<file path="src/rtl/pc_defs.sv">
// Shared definitions for the program-counter sequencer: FSM state encodings,
// byte scaling of word offsets and the default reset vector.
package pc_defs;

  typedef enum logic [1:0] {
    ST_BOOT  = 2'd0,
    ST_RUN   = 2'd1,
    ST_STALL = 2'd2,
    ST_HALT  = 2'd3
  } pc_state_t;

  localparam int          WORD_SHIFT           = 2;
  localparam logic [31:0] DEFAULT_RESET_VECTOR = 32'h0000_0000;

endpackage

</file>
<file path="src/rtl/pc_target_adder.sv">
// Branch/jump target: PC+4 plus the sign-extended instruction offset scaled
// from words to bytes. Pure combinational, 32-bit modular arithmetic.
module pc_target_adder
  import pc_defs::*;
#(
  parameter int OFFSET_W = 8
) (
  input  logic                       [31:0] pc_added,
  input  logic signed [OFFSET_W-1:0]        offset,
  output logic                       [31:0] target
);

  logic signed [31:0] offset_ext;
  logic        [31:0] offset_bytes;

  assign offset_ext   = {{(32-OFFSET_W){offset[OFFSET_W-1]}}, offset};
  assign offset_bytes = offset_ext <<< WORD_SHIFT;
  assign target       = pc_added + offset_bytes;

endmodule

</file>
<file path="src/rtl/pc_sequencer.sv">
// Program counter register, next-PC selection and fetch-control FSM.
// Optional PC range/alignment trap enabled by defining PC_ALIGN_CHECK_EN.
module pc_sequencer
  import pc_defs::*;
#(
  parameter logic [31:0] RESET_VECTOR = DEFAULT_RESET_VECTOR,
  parameter int          OFFSET_W     = 8,
  parameter logic [31:0] PC_LIMIT     = 32'h0000_03FC
) (
  input  logic                       CLK,
  input  logic                       RESET,
  input  logic                [31:0] PC_ADDED,
  input  logic                       JUMP,
  input  logic                       BRANCH,
  input  logic                       ZERO,
  input  logic signed [OFFSET_W-1:0] OFFSET,
  input  logic                       IMEM_BUSYWAIT,
  input  logic                       DMEM_BUSYWAIT,
  output logic                [31:0] PC,
  output logic                       IMEM_READ,
  output logic                       STALL,
  output logic                       TRAP
);

`ifdef PC_ALIGN_CHECK_EN
  localparam bit ALIGN_CHECK = 1'b1;
`else
  localparam bit ALIGN_CHECK = 1'b0;
`endif

  pc_state_t   state;
  logic [31:0] target;
  logic [31:0] next_pc;
  logic        busy;
  logic        take_target;
  logic        halt_req;

  pc_target_adder #(
    .OFFSET_W (OFFSET_W)
  ) u_target (
    .pc_added (PC_ADDED),
    .offset   (OFFSET),
    .target   (target)
  );

  assign busy        = IMEM_BUSYWAIT | DMEM_BUSYWAIT;
  assign take_target = JUMP | (BRANCH & ZERO);
  assign next_pc     = take_target ? target : PC_ADDED;
  // With the check compiled out this folds to 0, so HALT is never entered and TRAP stays low.
  assign halt_req    = ALIGN_CHECK &&
                       ((next_pc[1:0] != 2'b00) || (next_pc > PC_LIMIT));

  always_ff @(posedge CLK) begin
    if (RESET) begin
      state     <= ST_BOOT;
      PC        <= RESET_VECTOR;
      IMEM_READ <= 1'b0;
      STALL     <= 1'b0;
      TRAP      <= 1'b0;
    end else begin
      case (state)
        ST_BOOT: begin
          state     <= ST_RUN;
          IMEM_READ <= 1'b1;
          STALL     <= 1'b0;
          TRAP      <= 1'b0;
        end
        // RUN and STALL exit share one path: the branch decision is taken at the edge PC moves.
        ST_RUN, ST_STALL: begin
          if (busy) begin
            state     <= ST_STALL;
            IMEM_READ <= 1'b1;
            STALL     <= 1'b1;
            TRAP      <= 1'b0;
          end else if (halt_req) begin
            state     <= ST_HALT;
            IMEM_READ <= 1'b0;
            STALL     <= 1'b0;
            TRAP      <= 1'b1;
          end else begin
            state     <= ST_RUN;
            PC        <= next_pc;
            IMEM_READ <= 1'b1;
            STALL     <= 1'b0;
            TRAP      <= 1'b0;
          end
        end
        ST_HALT: begin
          state     <= ST_HALT;
          IMEM_READ <= 1'b0;
          STALL     <= 1'b0;
          TRAP      <= 1'b1;
        end
        default: begin
          state     <= ST_BOOT;
          IMEM_READ <= 1'b0;
          STALL     <= 1'b0;
          TRAP      <= 1'b0;
        end
      endcase
    end
  end

endmodule

</file>
<file path="config.mk">
export PLATFORM = sky130hd
export DESIGN_NAME = pc_sequencer
export DESIGN_NICKNAME = d
export VERILOG_FILES = /design/src/rtl/pc_defs.sv /design/src/rtl/pc_target_adder.sv /design/src/rtl/pc_sequencer.sv
export SDC_FILE = /design/constraint.sdc
export NUM_CORES = 1
export LEC_CHECK = 0
export ABC_CLOCK_PERIOD_IN_PS = 5800
export CORE_MARGIN = 3
export CORE_UTILIZATION = 39
export DETAILED_ROUTE_END_ITERATION = 6
export PLACE_DENSITY = 0.67
export SLEW_MARGIN = 20
export SYNTH_ARGS = -nofsm -noshare
export SYNTH_HDL_FRONTEND = slang
export SYNTH_SLANG_ARGS = --single-unit
</file>
<file path="constraint.sdc">
create_clock -name CLK -period 5.8 [get_ports CLK]
set_clock_uncertainty 0.05 [all_clocks]
set_input_delay 0.58 -clock CLK [delete_from_list [all_inputs] [get_ports CLK]]
set_output_delay 0.58 -clock CLK [all_outputs]
set_load 0.02 [all_outputs]
</file>
Yosys cells after proc, flatten, opt, wreduce, memory -nomap -nowiden. Cells that the tools add are included.

Add/sub/neg operators: 1. Equality and inequality tests: 3. Muxes and demuxes: 7. Bitwise gates (word level): 4. Reduce and logical (&&, ||, !) cells: 5.

Operators by type and width (count): $add 32x32->32 (1); $mux 32 (1); $pmux 1 s2 (3); $pmux 2 s3 (1); $eq 2x2->1 const B (2); $reduce_or 2->1 (2); $reduce_or 3->1 (1); $eq 2x1->1 const B (1); $logic_not 2->1 (1); $mux 2 (1); $or 1x1->1 (2); $reduce_and 2->1 (1); $and 1x1->1 (1); $mux 1 (1); $not 1->1 (1).

Register bits after elaboration: 37. Input bits: 47. Output and inout port bits: 35. Logic and storage cells: 25.

Logic depth before layout (Yosys ltp).
Depth in word-level cells: 3. Depth in mapped cells: 10. Mapped depth without buffers: 10.

By module. From an unflattened synthesis, not the netlist that was laid out.

Cell total of the unflattened synthesis: 454. Area, all modules: 3462.1 µm².

Modules (own cells, without submodules): pc_target_adder (instances 1, cells each 256, area an instance 1754.2 µm², sequential area each 0.0 µm²); pc_sequencer (instances 1, cells each 198, area an instance 1707.9 µm², sequential area each 740.7 µm²).

Least setup slack after synthesis. Ideal clock, no wire load.

Path type: input -> register. Start: input port OFFSET[0]. End: register PC[20]. Setup time: 0.131 ns. Data arrival time: 2.701 ns. Data required time: 5.619 ns. Path slack: 2.918 ns. Stages: 10. Buffers on the path: 0. Cell sequence: ha_1 > fa_1 > a211oi_1 > o21bai_1 > a21oi_1 > o221ai_2 > a221o_1 > a21o_1 > xnor2_1 > a21oi_1.

Cells in the longest elaborated chain, start to end: 2.

Ends and longest elaborated chain: start: declaration (RTL line pc_sequencer.sv:16) `input logic signed [OFFSET_W-1:0] OFFSET,`; $add 32x32->32 (RTL line pc_target_adder.sv:18) `assign target = pc_added + offset_bytes;`; $mux 32 (RTL line pc_sequencer.sv:48) `assign next_pc = take_target ? target : PC_ADDED;`; end signal: assignment (RTL line pc_sequencer.sv:82) `PC <= next_pc;`; end: declaration (RTL line pc_sequencer.sv:19) `output logic [31:0] PC,`.

No other way between the ends. A chain may end at the register's enable or synchronous reset.

Worst setup path in the final report.
Start: input port PC_ADDED[2]. End: register PC[28].

Cells in the longest elaborated chain, start to end: 2.

Ends and longest elaborated chain: start: declaration (RTL line pc_sequencer.sv:12) `input logic [31:0] PC_ADDED,`; $add 32x32->32 (RTL line pc_target_adder.sv:18); $mux 32 (RTL line pc_sequencer.sv:48).

No other way between the ends.

==> run_summary.xml <==
<?xml version="1.0" encoding="UTF-8"?>
<metrics>
  <group name="final_layout">
    <metric name="register_area" unit="um2">741</metric>
    <metric name="multi_input_comb_area" unit="um2">2350</metric>
    <metric name="post-route-cell-area" unit="um2">4190</metric>
    <metric name="antennaDiodeCount" unit="">0</metric>
    <metric name="num-nets-final" unit="">575</metric>
    <metric name="proportion_of_layout_cells_with_a_drive_suffix_above_1" unit="%">4.83</metric>
    <metric name="fillCellCount" unit="">775</metric>
    <metric name="flow.area_growth_from_synthesis" unit="%">30.0</metric>
    <metric name="final_core_util" unit="%">53.1</metric>
  </group>
  <group name="worst_setup_path">
    <metric name="path_delay_family" unit="">compound AO/OA/AOI/OAI gates</metric>
    <metric name="critical_path_arrival" unit="ps">3700</metric>
    <metric name="path_buf_inv" unit="">1</metric>
    <metric name="crit_path_top_delay_cell" unit="">sky130_fd_sc_hd__a41oi_1</metric>
    <metric name="cp_num_cells" unit="">11</metric>
    <metric name="critical_path.max_stage_delay" unit="ps">460</metric>
    <metric name="endpoint_kind" unit="">register</metric>
    <metric name="worst-r2r-cell-count" unit="">7</metric>
    <metric name="req_time_crit_path" unit="ps">5990</metric>
    <metric name="critical_path.cell_chain" unit="">clkdlybuf4s50_1 -&gt; ha_1 -&gt; fa_1 -&gt; a211oi_1 -&gt; o21bai_1 -&gt; a21oi_1 -&gt; o221ai_2 -&gt; a41oi_1 -&gt; mux2i_1 -&gt; o21ai_0 -&gt; a21oi_1</metric>
    <metric name="critical_path_fanouts_max" unit="">4</metric>
    <metric name="worstSetupPathType" unit="">in2reg</metric>
    <metric name="r2r_setup_slack" unit="ps">3110</metric>
    <metric name="worstSetupStartpointType" unit="">input pin</metric>
    <metric name="critical-path-top-cell-by-count" unit="">sky130_fd_sc_hd__a21oi_1</metric>
  </group>
  <group name="yosys">
    <metric name="synth.lib_cells_used.distinct" unit="">55</metric>
    <metric name="ys_dominant_reg_cell" unit="">sky130_fd_sc_hd__dfxtp_1</metric>
    <metric name="top_cells_by_instance_count_after_synthesis" unit="">sky130_fd_sc_hd__nand2_1 (56), sky130_fd_sc_hd__a21oi_1 (51), sky130_fd_sc_hd__dfxtp_1 (37)</metric>
    <metric name="postSynthNetCount" unit="">507</metric>
    <metric name="synth_top_cell_area_share" unit="%">23.0</metric>
    <metric name="synth_cells" unit="">428</metric>
    <metric name="synth_area_leader_cell" unit="">sky130_fd_sc_hd__dfxtp_1</metric>
    <metric name="netlist_top_cells_area" unit="">sky130_fd_sc_hd__dfxtp_1 (23%), sky130_fd_sc_hd__ha_1 (12%), sky130_fd_sc_hd__a21oi_1 (7.9%), sky130_fd_sc_hd__nand2_1 (6.5%), sky130_fd_sc_hd__o21ai_0 (5.0%)</metric>
    <metric name="synthesis.area_per_instance" unit="um2">7.53</metric>
    <metric name="synth_area" unit="um2">3220</metric>
    <metric name="ys.warnings.count" unit="">0</metric>
    <metric name="synth_enable_flop_cells" unit="">0</metric>
    <metric name="ys_seq_elements" unit="">37</metric>
    <metric name="synth.yosys.seq_area_share" unit="%">23.0</metric>
    <metric name="asr_flop_ratio_synth" unit="%">0</metric>
    <metric name="synth_most_common_cell" unit="">sky130_fd_sc_hd__nand2_1</metric>
  </group>
  <group name="sta">
    <metric name="worst_slew_pin_slew" unit="ps">965</metric>
    <metric name="timing.final.crit_share" unit="%">60.5</metric>
    <metric name="hold-worst-slack" unit="ps">415</metric>
    <metric name="slew-limit-headroom" unit="%">35.4</metric>
    <metric name="max_freq" unit="GHz">0.285</metric>
    <metric name="slew_violations" unit="">0</metric>
    <metric name="grt_setup_unrepaired" unit="">no</metric>
    <metric name="setup_tns_after_final_layout" unit="ps">0</metric>
    <metric name="timing.final.ws_setup" unit="ps">2290</metric>
    <metric name="finalHoldViolCount" unit="">0</metric>
    <metric name="timing.final.crit_period" unit="ps">3510</metric>
    <metric name="finalSetupViolations" unit="">0</metric>
  </group>
  <group name="cts">
    <metric name="number_of_buffers_created_by_cts" unit="">5</metric>
    <metric name="cts_sinks" unit="">37</metric>
    <metric name="hold_buffers_post_cts" unit="">0</metric>
    <metric name="tritoncts" unit="">yes</metric>
    <metric name="worst_skew_late_latency" unit="ps">300</metric>
    <metric name="clk_path_buf_depth" unit="">2</metric>
    <metric name="htree_num_levels" unit="">2</metric>
    <metric name="cts.repair.resized" unit="">0</metric>
    <metric name="clk_pin_slew_worst_setup_hold_paths" unit="ps">90</metric>
    <metric name="cts_setup_buffers" unit="">0</metric>
    <metric name="ctsRootBufferMaster" unit="">sky130_fd_sc_hd__clkbuf_8</metric>
  </group>
  <group name="placement">
    <metric name="globalplace.congestion" unit="">0.913</metric>
    <metric name="io_buffer_count" unit="">81</metric>
    <metric name="dpl_worst_slack" unit="ps">2070</metric>
    <metric name="detailed_place_hpwl" unit="mm">7.47</metric>
    <metric name="placement.cell_area" unit="um2">4100</metric>
  </group>
  <group name="route">
    <metric name="wl_per_cell" unit="um">16.7</metric>
    <metric name="drt-total-wl" unit="mm">10.0</metric>
    <metric name="drt-vias-per-instance" unit="">5.76</metric>
    <metric name="detail-route-antenna-nets" unit="">0</metric>
    <metric name="drt_first_iter_violations" unit="">167</metric>
    <metric name="num_vias" unit="">3453</metric>
    <metric name="drc" unit="">0</metric>
    <metric name="drt_pass1_iterations" unit="">4</metric>
  </group>
  <group name="floorplan">
    <metric name="io_pins" unit="">82</metric>
    <metric name="initial_utilization" unit="%">40.8</metric>
    <metric name="num_rows" unit="">32</metric>
    <metric name="core_area" unit="um2">7890</metric>
    <metric name="die_x" unit="um">96.9</metric>
    <metric name="die_h" unit="um">96.9</metric>
    <metric name="die_area" unit="um2">9390</metric>
  </group>
  <group name="global_routing">
    <metric name="grt_pass1_vias" unit="">3224</metric>
    <metric name="grt-ovfl-total" unit="">0</metric>
    <metric name="global_route_total_usage_across_every_layer" unit="%">20.8</metric>
    <metric name="grt_pass1_wl" unit="mm">16.4</metric>
    <metric name="antenna_found_initial" unit="">0</metric>
    <metric name="grt_start_max_net_pins" unit="">33</metric>
  </group>
  <group name="pwr">
    <metric name="power.density" unit="nW/um2">197</metric>
    <metric name="max-vdd-ir-drop" unit="mV">0.0802</metric>
    <metric name="leakagePower" unit="nW">1.61</metric>
  </group>
  <group name="worst_hold_path">
    <metric name="timing.hold.worst.class" unit="">reg2reg</metric>
    <metric name="hold_path_depth" unit="">2</metric>
  </group>
  <group name="run">
    <metric name="number_of_maximum_capacitance_violations" unit="">0</metric>
  </group>
  <group name="outcome">
    <metric name="run_status" unit="">completed</metric>
  </group>
</metrics>
## logic make-up after synthesis
family | Yosys count | synth area share (%)
xor gates and xnor gates | 20 | 5.44
AOI/OAI and AO/OA | 163 | 34.0
adders and majority gates | 32 | 12.7
DFF | 37 | 23.0
and+or+nand+nor | 137 | 19.5
buffers and inverters | 35 | 4.16
muxes | 4 | 1.24
## power by group
group          leakage (nW)  internal (mW)  switching [mW]
sequential            0.302          0.270         0.00790
combinational          1.27          0.156           0.195
clock                0.0439         0.0833           0.112
## worst register-to-register path: stages, from the launching register on
cell                      delay [ps]
sky130_fd_sc_hd__dfxtp_1         340
sky130_fd_sc_hd__inv_1            50
sky130_fd_sc_hd__ha_1            290
sky130_fd_sc_hd__nand2_1         450
sky130_fd_sc_hd__nor2_1          930
sky130_fd_sc_hd__nand2_1         130
sky130_fd_sc_hd__o32ai_1         260
sky130_fd_sc_hd__nor3_1           70
## metrics by stage
step / total power [mW] / cells
3_5_place_dp: 0.631 / 591
2_1_floorplan: 0.511 / 428
4_1_cts: 0.825 / 599
6_report: 0.824 / 599
3_3_place_gp: 0.628 / 591
5_1_grt: 0.873 / 599
## cell usage in the layout, fill, tap and decap left out, drive strengths merged, types with 3 or more instances in the layout
cell type       n
a21o           14
a311oi          9
clkdlybuf4s50  81
and3            6
nor3            9
o21ai          32
a31oi           7
inv            11
nor2           30
dfxtp          37
mux2i           4
xnor2          16
o21a            4
a211oi          9
nor2b           3
or2             3
buf             4
nand4           4
o221ai          4
o211ai          7
o21bai          5
clkbuf          5
a21oi          52
and4            3
ha             31
nand2b          3
nand3          12
nand2          56
xor2            4
a22oi           4
## metal layers
layer  vias up  GRT usage [%]  part of all wire [%]
met3        10           2.38                   4.8
met5         -              0                     0
met2        95           35.0                    47
met4         0           4.54                   1.2
li1       1729              -                     -
met1      1619           28.5                    47
## path summary, 6_finish.rpt
| check | startpoint | endpoint |
|---|---|---|
| max reg2reg | state[0]$_SDFF_PP0_ | PC[30]$_SDFFE_PP0P_ |
| max | PC_ADDED[2] | PC[28]$_SDFFE_PP0P_ |
| min reg2reg | PC[1]$_SDFFE_PP0P_ | PC[1]$_SDFFE_PP0P_ |
| min | PC[1]$_SDFFE_PP0P_ | PC[1]$_SDFFE_PP0P_ |
## state kept, by name (all words and copies together) (netlist names)
name	flops
PC	32
TRAP	1
STALL	1
state	2
IMEM_READ	1
## final cells by class
| cell class | count | share of cell area (%) |
|---|---|---|
| clock buffers | 5 | 1.64 |
| clock inverters | 3 | 0.418 |
| multi-input cells | 356 | 56.1 |
| well taps | 102 | 3.05 |
| flip-flops and latches | 37 | 17.7 |
| repair buffers | 85 | 20.1 |
| inverters | 11 | 0.986 |
Power figures use the tool's default switching activity.
